## src/rtl/alu_mdu_controller.sv

```systemverilog
// alu_mdu_controller: registered base ALU decode plus iterative RV32M multiply/divide unit
// Ports:
//   clk, rst_n          core clock, synchronous active-low reset
//   in_valid/in_ready   decode handshake; in_ready high only while IDLE
//   ALUOp/Funct7/Funct3 instruction decode fields
//   src_a, src_b        MDU operands, sampled on accept
//   out_valid           one-cycle pulse qualifying Operation/md_*
//   Operation           base ALU operation (0 for M ops)
//   md_sel/md_result    MDU result select and value
//   md_illegal          M op not supported in this build
//   stall               inverse of in_ready
// Build option: define MDU_DIV_EN to include DIV/DIVU/REM/REMU; otherwise they report md_illegal.
module alu_mdu_controller #(
    parameter int XLEN = 32,
    parameter int OP_W = 4
) (
    input  logic            clk,
    input  logic            rst_n,
    input  logic            in_valid,
    output logic            in_ready,
    input  logic [1:0]      ALUOp,
    input  logic [6:0]      Funct7,
    input  logic [2:0]      Funct3,
    input  logic [XLEN-1:0] src_a,
    input  logic [XLEN-1:0] src_b,
    output logic            out_valid,
    output logic [OP_W-1:0] Operation,
    output logic            md_sel,
    output logic [XLEN-1:0] md_result,
    output logic            md_illegal,
    output logic            stall
);
    localparam int CW = $clog2(XLEN);
    localparam logic [1:0] IDLE = 2'd0, BUSY = 2'd1, FIX = 2'd2;

    logic [1:0]        state;
    logic [CW-1:0]     count;
    logic [XLEN:0]     acc;
    logic [XLEN-1:0]   lo, dvs;
    logic [2:0]        fn;
    logic              neg_q, neg_r;
    logic              accept, is_m, sign_a, sign_b;
    logic [XLEN-1:0]   abs_a, abs_b;
    logic [3:0]        base_op;
    logic [XLEN:0]     mul_sum;
    logic [2*XLEN-1:0] prod, prod_c;
    logic [XLEN-1:0]   q_c, r_c, res;

    assign in_ready = state == IDLE;
    assign stall    = !in_ready;
    assign accept   = in_valid && in_ready;
    assign is_m     = ALUOp == 2'b10 && Funct7 == 7'b0000001;
    // rs1 is signed for MULH/MULHSU/DIV/REM, rs2 only for MULH/DIV/REM
    assign sign_a   = (Funct3[2] ? !Funct3[0] : Funct3[1] ^ Funct3[0]) && src_a[XLEN-1];
    assign sign_b   = (Funct3[2] ? !Funct3[0] : Funct3[1:0] == 2'b01) && src_b[XLEN-1];
    assign abs_a    = sign_a ? -src_a : src_a;
    assign abs_b    = sign_b ? -src_b : src_b;
    // {acc, lo} is the running product (multiply) or remainder:quotient pair (divide)
    assign mul_sum  = {1'b0, acc[XLEN-1:0]} + (lo[0] ? {1'b0, dvs} : '0);
    assign prod     = {acc[XLEN-1:0], lo};
    assign prod_c   = neg_q ? -prod : prod;
    assign q_c      = neg_q ? -lo : lo;
    assign r_c      = neg_r ? -acc[XLEN-1:0] : acc[XLEN-1:0];
    assign res      = fn[2] ? (fn[1] ? r_c : q_c) :
                      fn[1:0] == 2'b00 ? prod_c[XLEN-1:0] : prod_c[2*XLEN-1:XLEN];

`ifdef MDU_DIV_EN
    logic [XLEN:0] div_sh, div_diff;
    logic          div0, ovf;
    assign div_sh   = {acc[XLEN-1:0], lo[XLEN-1]};
    assign div_diff = div_sh - {1'b0, dvs};
    assign div0     = src_b == '0;
    assign ovf      = !Funct3[0] && src_a == {1'b1, {(XLEN-1){1'b0}}} && src_b == '1;
`endif

    always_comb begin
        base_op = 4'b0010;
        if (ALUOp == 2'b01)
            case (Funct3)
                3'b000:  base_op = 4'b1000;
                3'b001:  base_op = 4'b1110;
                3'b100:  base_op = 4'b1010;
                3'b101:  base_op = 4'b1011;
                default: base_op = 4'b0000;
            endcase
        else if (ALUOp == 2'b10)
            case (Funct3)
                3'b000:  base_op = Funct7[5] ? 4'b0110 : 4'b0010;
                3'b001:  base_op = 4'b1001;
                3'b010:  base_op = 4'b0111;
                3'b100:  base_op = 4'b0101;
                3'b101:  base_op = Funct7[5] ? 4'b0100 : 4'b1101;
                3'b110:  base_op = 4'b0001;
                default: base_op = 4'b0000;
            endcase
    end

    always_ff @(posedge clk) begin
        if (!rst_n) begin
            state      <= IDLE;
            count      <= '0;
            acc        <= '0;
            lo         <= '0;
            dvs        <= '0;
            fn         <= '0;
            neg_q      <= 1'b0;
            neg_r      <= 1'b0;
            out_valid  <= 1'b0;
            Operation  <= '0;
            md_sel     <= 1'b0;
            md_result  <= '0;
            md_illegal <= 1'b0;
        end else begin
            out_valid <= 1'b0;
            case (state)
                IDLE: if (accept) begin
                    if (!is_m) begin
                        out_valid  <= 1'b1;
                        Operation  <= OP_W'(base_op);
                        md_sel     <= 1'b0;
                        md_illegal <= 1'b0;
                    end
`ifndef MDU_DIV_EN
                    else if (Funct3[2]) begin
                        out_valid  <= 1'b1;
                        Operation  <= '0;
                        md_sel     <= 1'b1;
                        md_result  <= '0;
                        md_illegal <= 1'b1;
                    end
`endif
                    else begin
                        fn    <= Funct3;
                        acc   <= '0;
                        lo    <= abs_a;
                        dvs   <= abs_b;
                        neg_q <= sign_a ^ sign_b;
                        neg_r <= sign_a;
                        count <= CW'(XLEN - 1);
                        state <= BUSY;
`ifdef MDU_DIV_EN
                        // preload the final quotient/remainder so FIX selects them unchanged
                        if (Funct3[2] && (div0 || ovf)) begin
                            lo    <= div0 ? '1 : src_a;
                            acc   <= div0 ? {1'b0, src_a} : '0;
                            neg_q <= 1'b0;
                            neg_r <= 1'b0;
                            state <= FIX;
                        end
`endif
                    end
                end
                BUSY: begin
`ifdef MDU_DIV_EN
                    if (fn[2]) begin
                        acc <= div_diff[XLEN] ? div_sh : div_diff;
                        lo  <= {lo[XLEN-2:0], ~div_diff[XLEN]};
                    end else
`endif
                    {acc, lo} <= {1'b0, mul_sum, lo[XLEN-1:1]};
                    if (count == '0) state <= FIX;
                    else count <= count - 1'b1;
                end
                FIX: begin
                    out_valid  <= 1'b1;
                    Operation  <= '0;
                    md_sel     <= 1'b1;
                    md_result  <= res;
                    md_illegal <= 1'b0;
                    state      <= IDLE;
                end
                default: state <= IDLE;
            endcase
        end
    end
endmodule

```

## config.mk

```make
export PLATFORM = sky130hd
export DESIGN_NAME = alu_mdu_controller
export DESIGN_NICKNAME = d
export VERILOG_FILES = /design/src/rtl/alu_mdu_controller.sv
export SDC_FILE = /design/constraint.sdc
export NUM_CORES = 1
export LEC_CHECK = 0
export BUFFER_PORTS_ARGS = -buffer_cell sky130_fd_sc_hd__buf_2
export CORE_MARGIN = 3
export CORE_UTILIZATION = 45
export DETAILED_ROUTE_END_ITERATION = 7
export PLACE_DENSITY = 0.73
export SYNTH_ARGS = -nofsm -noshare
export SYNTH_HDL_FRONTEND = slang
export SYNTH_SLANG_ARGS = --single-unit
```

## constraint.sdc

```tcl
create_clock -name clk -period 2.75 [get_ports clk]
set_input_delay 0.275 -clock clk [delete_from_list [all_inputs] [get_ports clk]]
set_output_delay 0.275 -clock clk [all_outputs]
set_load 0.05 [all_outputs]
```

Yosys cells after proc, flatten, opt, wreduce, memory -nomap -nowiden
Cells that the tools add are included.
{ "classes": {"mux": 48, "n_addsub": 5, "eq_ne": 18, "reduce_logical": 18, "bitwise_logic": 3} }
{ "ops": {"columns": ["op", "count"], "rows": [
  ["32-bit two-way mux", 13],
  ["32-bit one-hot mux with 2 select lines", 3],
  ["64-bit two-way mux", 1],
  ["32-bit negator", 2],
  ["64-bit negator", 1],
  ["32-bit by 32-bit adder with 33-bit output", 1],
  ["4-bit two-way mux", 6],
  ["4-bit one-hot mux with 6 select lines", 1],
  ["5-bit two-way mux", 4],
  ["4-bit one-hot mux with 4 select lines", 1],
  ["4-bit AND reduction", 4],
  ["5-bit one-hot mux with 2 select lines", 1],
  ["3-bit == test, second input constant", 3],
  ["1-bit two-way mux", 8],
  ["2-bit two-way mux", 4],
  ["4-bit one-hot mux with 2 select lines", 1],
  ["7-bit by 1-bit == test with 1-bit output, second input constant", 1],
  ["2-bit by 1-bit == test with 1-bit output, second input constant", 3],
  ["2-bit by 1-bit inequality test with 1-bit output, second input constant", 3],
  ["2-bit inequality test, second input constant", 3],
  ["1-bit one-hot mux with 2 select lines", 3],
  ["5-bit logical NOT", 1],
  ["5-bit AND reduction", 1],
  ["5-bit by 1-bit subtractor with 5-bit output, second input constant", 1],
  ["other kinds (14)", 22]
]} }
{ "word_totals": {"ff_bits": 145, "output_inout_bits": 41, "elab_cells": 104} }

Depth between registers and ports, before layout
{ "logic_depth": {"depth_word": 8, "mapped_depth": 13, "mapped_depth_nobuf": 11} }

Worst setup path before layout
OpenSTA, ideal clock, no wires.
{ "synth_path": {"path_kind": "reg2reg", "from": "register lo[0]", "to": "register acc[27]", "t_arrival_ns": 2.904, "setup_time_ns": 0.117, "path_stages_with_launch": 14, "required_time_ns": 2.633, "path_buffers": 2, "path_slack_ns": -0.271, "cell_sequence": "dfxtp_1 > clkbuf_1 > clkbuf_1 > and2_1 > ha_1 > inv_1 > fa_1 > nor2b_1 > o2111ai_1 > a211oi_1 > o21ai_0 > nor4_1 > o21ai_0 > a32o_1"} }
{ "synth_via": {"elab_chain_len": 3} }
{ "synth_rtl": {"columns": ["item", "line_no", "rtl"], "rows": [
  ["from (decl)", "39", "logic [XLEN-1:0] lo, dvs;"],
  ["from (signal assigned)", "135", "lo <= abs_a;"],
  ["from (signal assigned)", "160", "{acc, lo} <= {1'b0, mul_sum, lo[XLEN-1:1]};"],
  ["32-bit two-way mux", "59", "assign mul_sum = {1'b0, acc[XLEN-1:0]} + (lo[0] ? {1'b0, dvs} : '0);"],
  ["32-bit by 32-bit adder with 33-bit output", "59", null],
  ["32-bit one-hot mux with 2 select lines", "115", "case (state)"],
  ["to (signal assigned)", "160", null],
  ["to (decl)", "38", "logic [XLEN:0] acc;"]
]} }
Every way passes these cells.
A chain may end at the register's enable or synchronous reset.

Final worst setup path
{ "layout_path": {"from": "register lo[8]", "to": "register md_result[24]"} }
{ "layout_via": {"elab_chain_len": 4} }
{ "layout_rtl": {"columns": ["item", "line_no", "rtl"], "rows": [
  ["64-bit negator", "61", "assign prod_c = neg_q ? -prod : prod;"],
  ["64-bit two-way mux", "61", null],
  ["32-bit two-way mux", "65", "fn[1:0] == 2'b00 ? prod_c[XLEN-1:0] : prod_c[2*XLEN-1:XLEN];"],
  ["32-bit one-hot mux with 2 select lines", "115", null],
  ["to (signal assigned)", "168", "md_result <= res;"],
  ["to (decl)", "29", "output logic [XLEN-1:0] md_result,"]
]} }
Every way passes these cells.

==> metrics.md <==
| Metric | Value |
|---|---|
| Status | completed |
| Share of cells above drive strength 1 | 21.1% |
| First-pass GRT wire length | 58400 µm |
| Worst Path Required | 3.07 ns |
| RSZ-0062 raised after global routing | yes |
| Htree depth | 4 |
| Place WS | -0.0431 ns |
| Num CTS Buffers | 17 |
| Area Growth Syn to Fin | 23.8% |
| P per Cell Area | 376 nW/µm² |
| Syn Area/Cell | 7.44 µm² |
| NumNets Final | 1718 |
| Max Transition Viols Final | 0 |
| Die width | 159 µm |
| YS warnings | 0 |
| Number of global-route vias before repair | 10832 |
| Via count | 11590 |
| Total Routing Usage GR | 27.8% |
| Placed inst area | 12200 µm² |
| Reg clk slew, reported paths | 0.06 ns |
| Area occupied by multi-input gates | 7410 µm² |
| Design area | 13000 µm² |
| Residual DRC | 0 |
| Post-Layout Cell Count | 1923 |
| Register area share after synthesis | 27.5% |
| Fill cells | 2207 |
| Yosys top cell area share | 27.5% |
| Initial Utilization | 46.1% |
| Final core utilization | 57.1% |
| TritonCTS clock tree | done |
| Rel. slew slack | 45.9% |
| Area leader, netlist | dfxtp_1 |
| Clock tree root driver cell | clkbuf_16 |
| WL final | 36400 µm |
| Initial antenna violation count | 0 |
| Setup violations, final | 0 |
| Crit path DAT | 3.06 ns |
| Ports | 120 |
| Vias per cell | 6.03 |
| EDFF count, synth | 0 |
| Type of the worst setup path | reg -> reg |
| P_leak | 5.31 nW |
| Final hold viol count | 0 |
| First-pass DRT Iterations | 5 |
| Largest net degree at the start of global routing | 78 |
| Worst-path fanout max | 6 |
| Async set or reset register ratio after synthesis | 0% |
| Unique masters post-synth | 67 |
| Yosys reg bits | 145 |
| Detail Route Antenna Nets | 0 |
| Seq. cell area | 2910 µm² |
| Crit. End Element | register |
| Placed Cells | 1885 |
| 1st-iter DRT viols | 1242 |
| Hold crit path type | in -> reg |
| Fin crit period | 2.74 ns |
| DIE HEIGHT | 159 µm |
| Congestion Overflow GR | 0 |
| Hold_ws | 0.152 ns |
| HPWL Detailed | 28100 µm |
| Die ar. | 25300 µm² |
| Hold buffers post-CTS | 0 |
| CORE AREA | 22800 µm² |
| Max-capacitance violation count | 0 |
| # diodes | 0 |
| Gate Count Post-Synth | 1417 |
| Final setup margin | 0.0114 ns |
| Cell Area, Synth | 10500 µm² |
| Synth Net Count | 1537 |
| Most area-consuming cells after synthesis | dfxtp_1 28%, xnor2_1 6.2%, a21oi_1 5.5%, nand2_1 5.2%, o21ai_0 5.1% |
| Insertion delay to the later sink of the worst-skew pair | 0.43 ns |
| Total power | 4.90 mW |
| Site Rows | 55 |
| Final Skew | 0.0105 ns |
| Clock buffer depth | 2 |
| Max Fclk | 365 MHz |
| Worst VDD drop | 385 µV |
| Worst-margin pin slew | 0.811 ns |
| I/O Buffers | 119 |
| Final Cycle Share | 99.6% |
| CTS sink cnt | 145 |
| Crit path launch type | register |
| Final setup TNS | 0 ns |
| WL per Instance | 18.9 µm |
| Most used DFF post-synth | dfxtp_1 |
| Final Wtd Congestion | 0.994 |
[timing repair]
item	CTS	global route
pin swaps	3	12
gates resized for setup	5	47
endpoints found under the setup margin	5	29
cloned	0	1
setup buffers	1	5
[cell usage in the layout, fill, tap and decap left out, types with 38 or more instances in the layout]
| cell | instances |
|---|---|
| buf_2 | 119 |
| dfxtp_1 | 142 |
| a21oi_1 | 108 |
| xor2_1 | 52 |
| o21ai_0 | 100 |
| a211oi_1 | 38 |
| xnor2_1 | 75 |
| nand2_1 | 146 |
| buf_4 | 128 |
| nor2_1 | 132 |
[path summary, 6_finish.rpt]
path	from	end	slack, ns	cells after the start
worst max register to register	lo[8]$_SDFFE_PN0P_	md_result[24]$_SDFFE_PN0P_	0.01	7
worst max-delay path	lo[8]$_SDFFE_PN0P_	md_result[24]$_SDFFE_PN0P_	0.01	7
worst min register to register	md_result[3]$_SDFFE_PN0P_	md_result[3]$_SDFFE_PN0P_	0.43	2
worst min-delay path	Funct3[1]	fn[1]$_SDFFE_PN0P_	0.15	3
[metal layers]
metal / track usage (%) / up-vias / routed length [µm]
met4: 8.67 / 0 / 935
met1: 39.4 / 5408 / 16200
met2: 43.3 / 527 / 16000
li1: - / 5576 / -
met3: 4.73 / 79 / 3270
met5: 0 / - / 0
[cell families after synthesis]
| kind of cell | after synthesis | synth area share [%] |
|---|---|---|
| AND/OR/NAND/NOR | 522 | 24.5 |
| AO/OA/AOI/OAI | 451 | 27.4 |
| flip-flops | 145 | 27.5 |
| XOR/XNOR | 128 | 10.6 |
| buffers and inverters | 125 | 4.54 |
| adder cells (fa/ha/maj) | 41 | 4.94 |
| multiplexers | 5 | 0.475 |
[flip-flops by register name (all words and copies together) (netlist names)]
name and cells:
Operation 4, acc 32, count 5, dvs 32
fn 2, lo 32, md_illegal 1, md_result 32
md_sel 1, neg_q 1, out_valid 1, state 2
[power by group]
| group | internal [mW] | total, mW | switching, mW | leakage [nW] |
|---|---|---|---|---|
| clock network | 1.43 | 2.39 | 0.960 | 0.284 |
| registers | 2.10 | 2.11 | 0.00258 | 1.17 |
| logic | 0.151 | 0.404 | 0.253 | 3.86 |
| total | 3.68 | 4.90 | 1.22 | 5.31 |
[synth_stat cells, types with 21 or more instances]
master / n
nor3_1: 37
ha_1: 40
nand3_1: 27
a21oi_1: 116
inv_1: 34
a31oi_1: 26
and2_1: 33
a22oi_1: 23
or3_1: 32
o31ai_1: 28
dfxtp_1: 145
nand4_1: 21
o21ai_0: 107
a211oi_1: 39
clkbuf_1: 80
xor2_1: 53
nand2_1: 147
nor2_1: 134
xnor2_1: 75
[area by class of cell]
class                           instances  area share (%)
Inverter                               36            1.04
Clock buffer                           19            3.32
Multi-Input combinational cell       1147            56.8
Sequential cell                       145            22.3
Tap cell                              313            3.00
Clock inverter                         12            1.22
Timing Repair Buffer                  251            12.3
[critical path, cell delays in order, from the launching register on]
cell and delay (ns):
dfxtp_1 0.31, or4_4 0.54, or3_4 0.35, or4_4 0.56, buf_6 0.15, nor4_4 0.33, mux2i_1 0.13, a32o_1 0.26
Note: power is estimated with default switching activity, not from simulation.
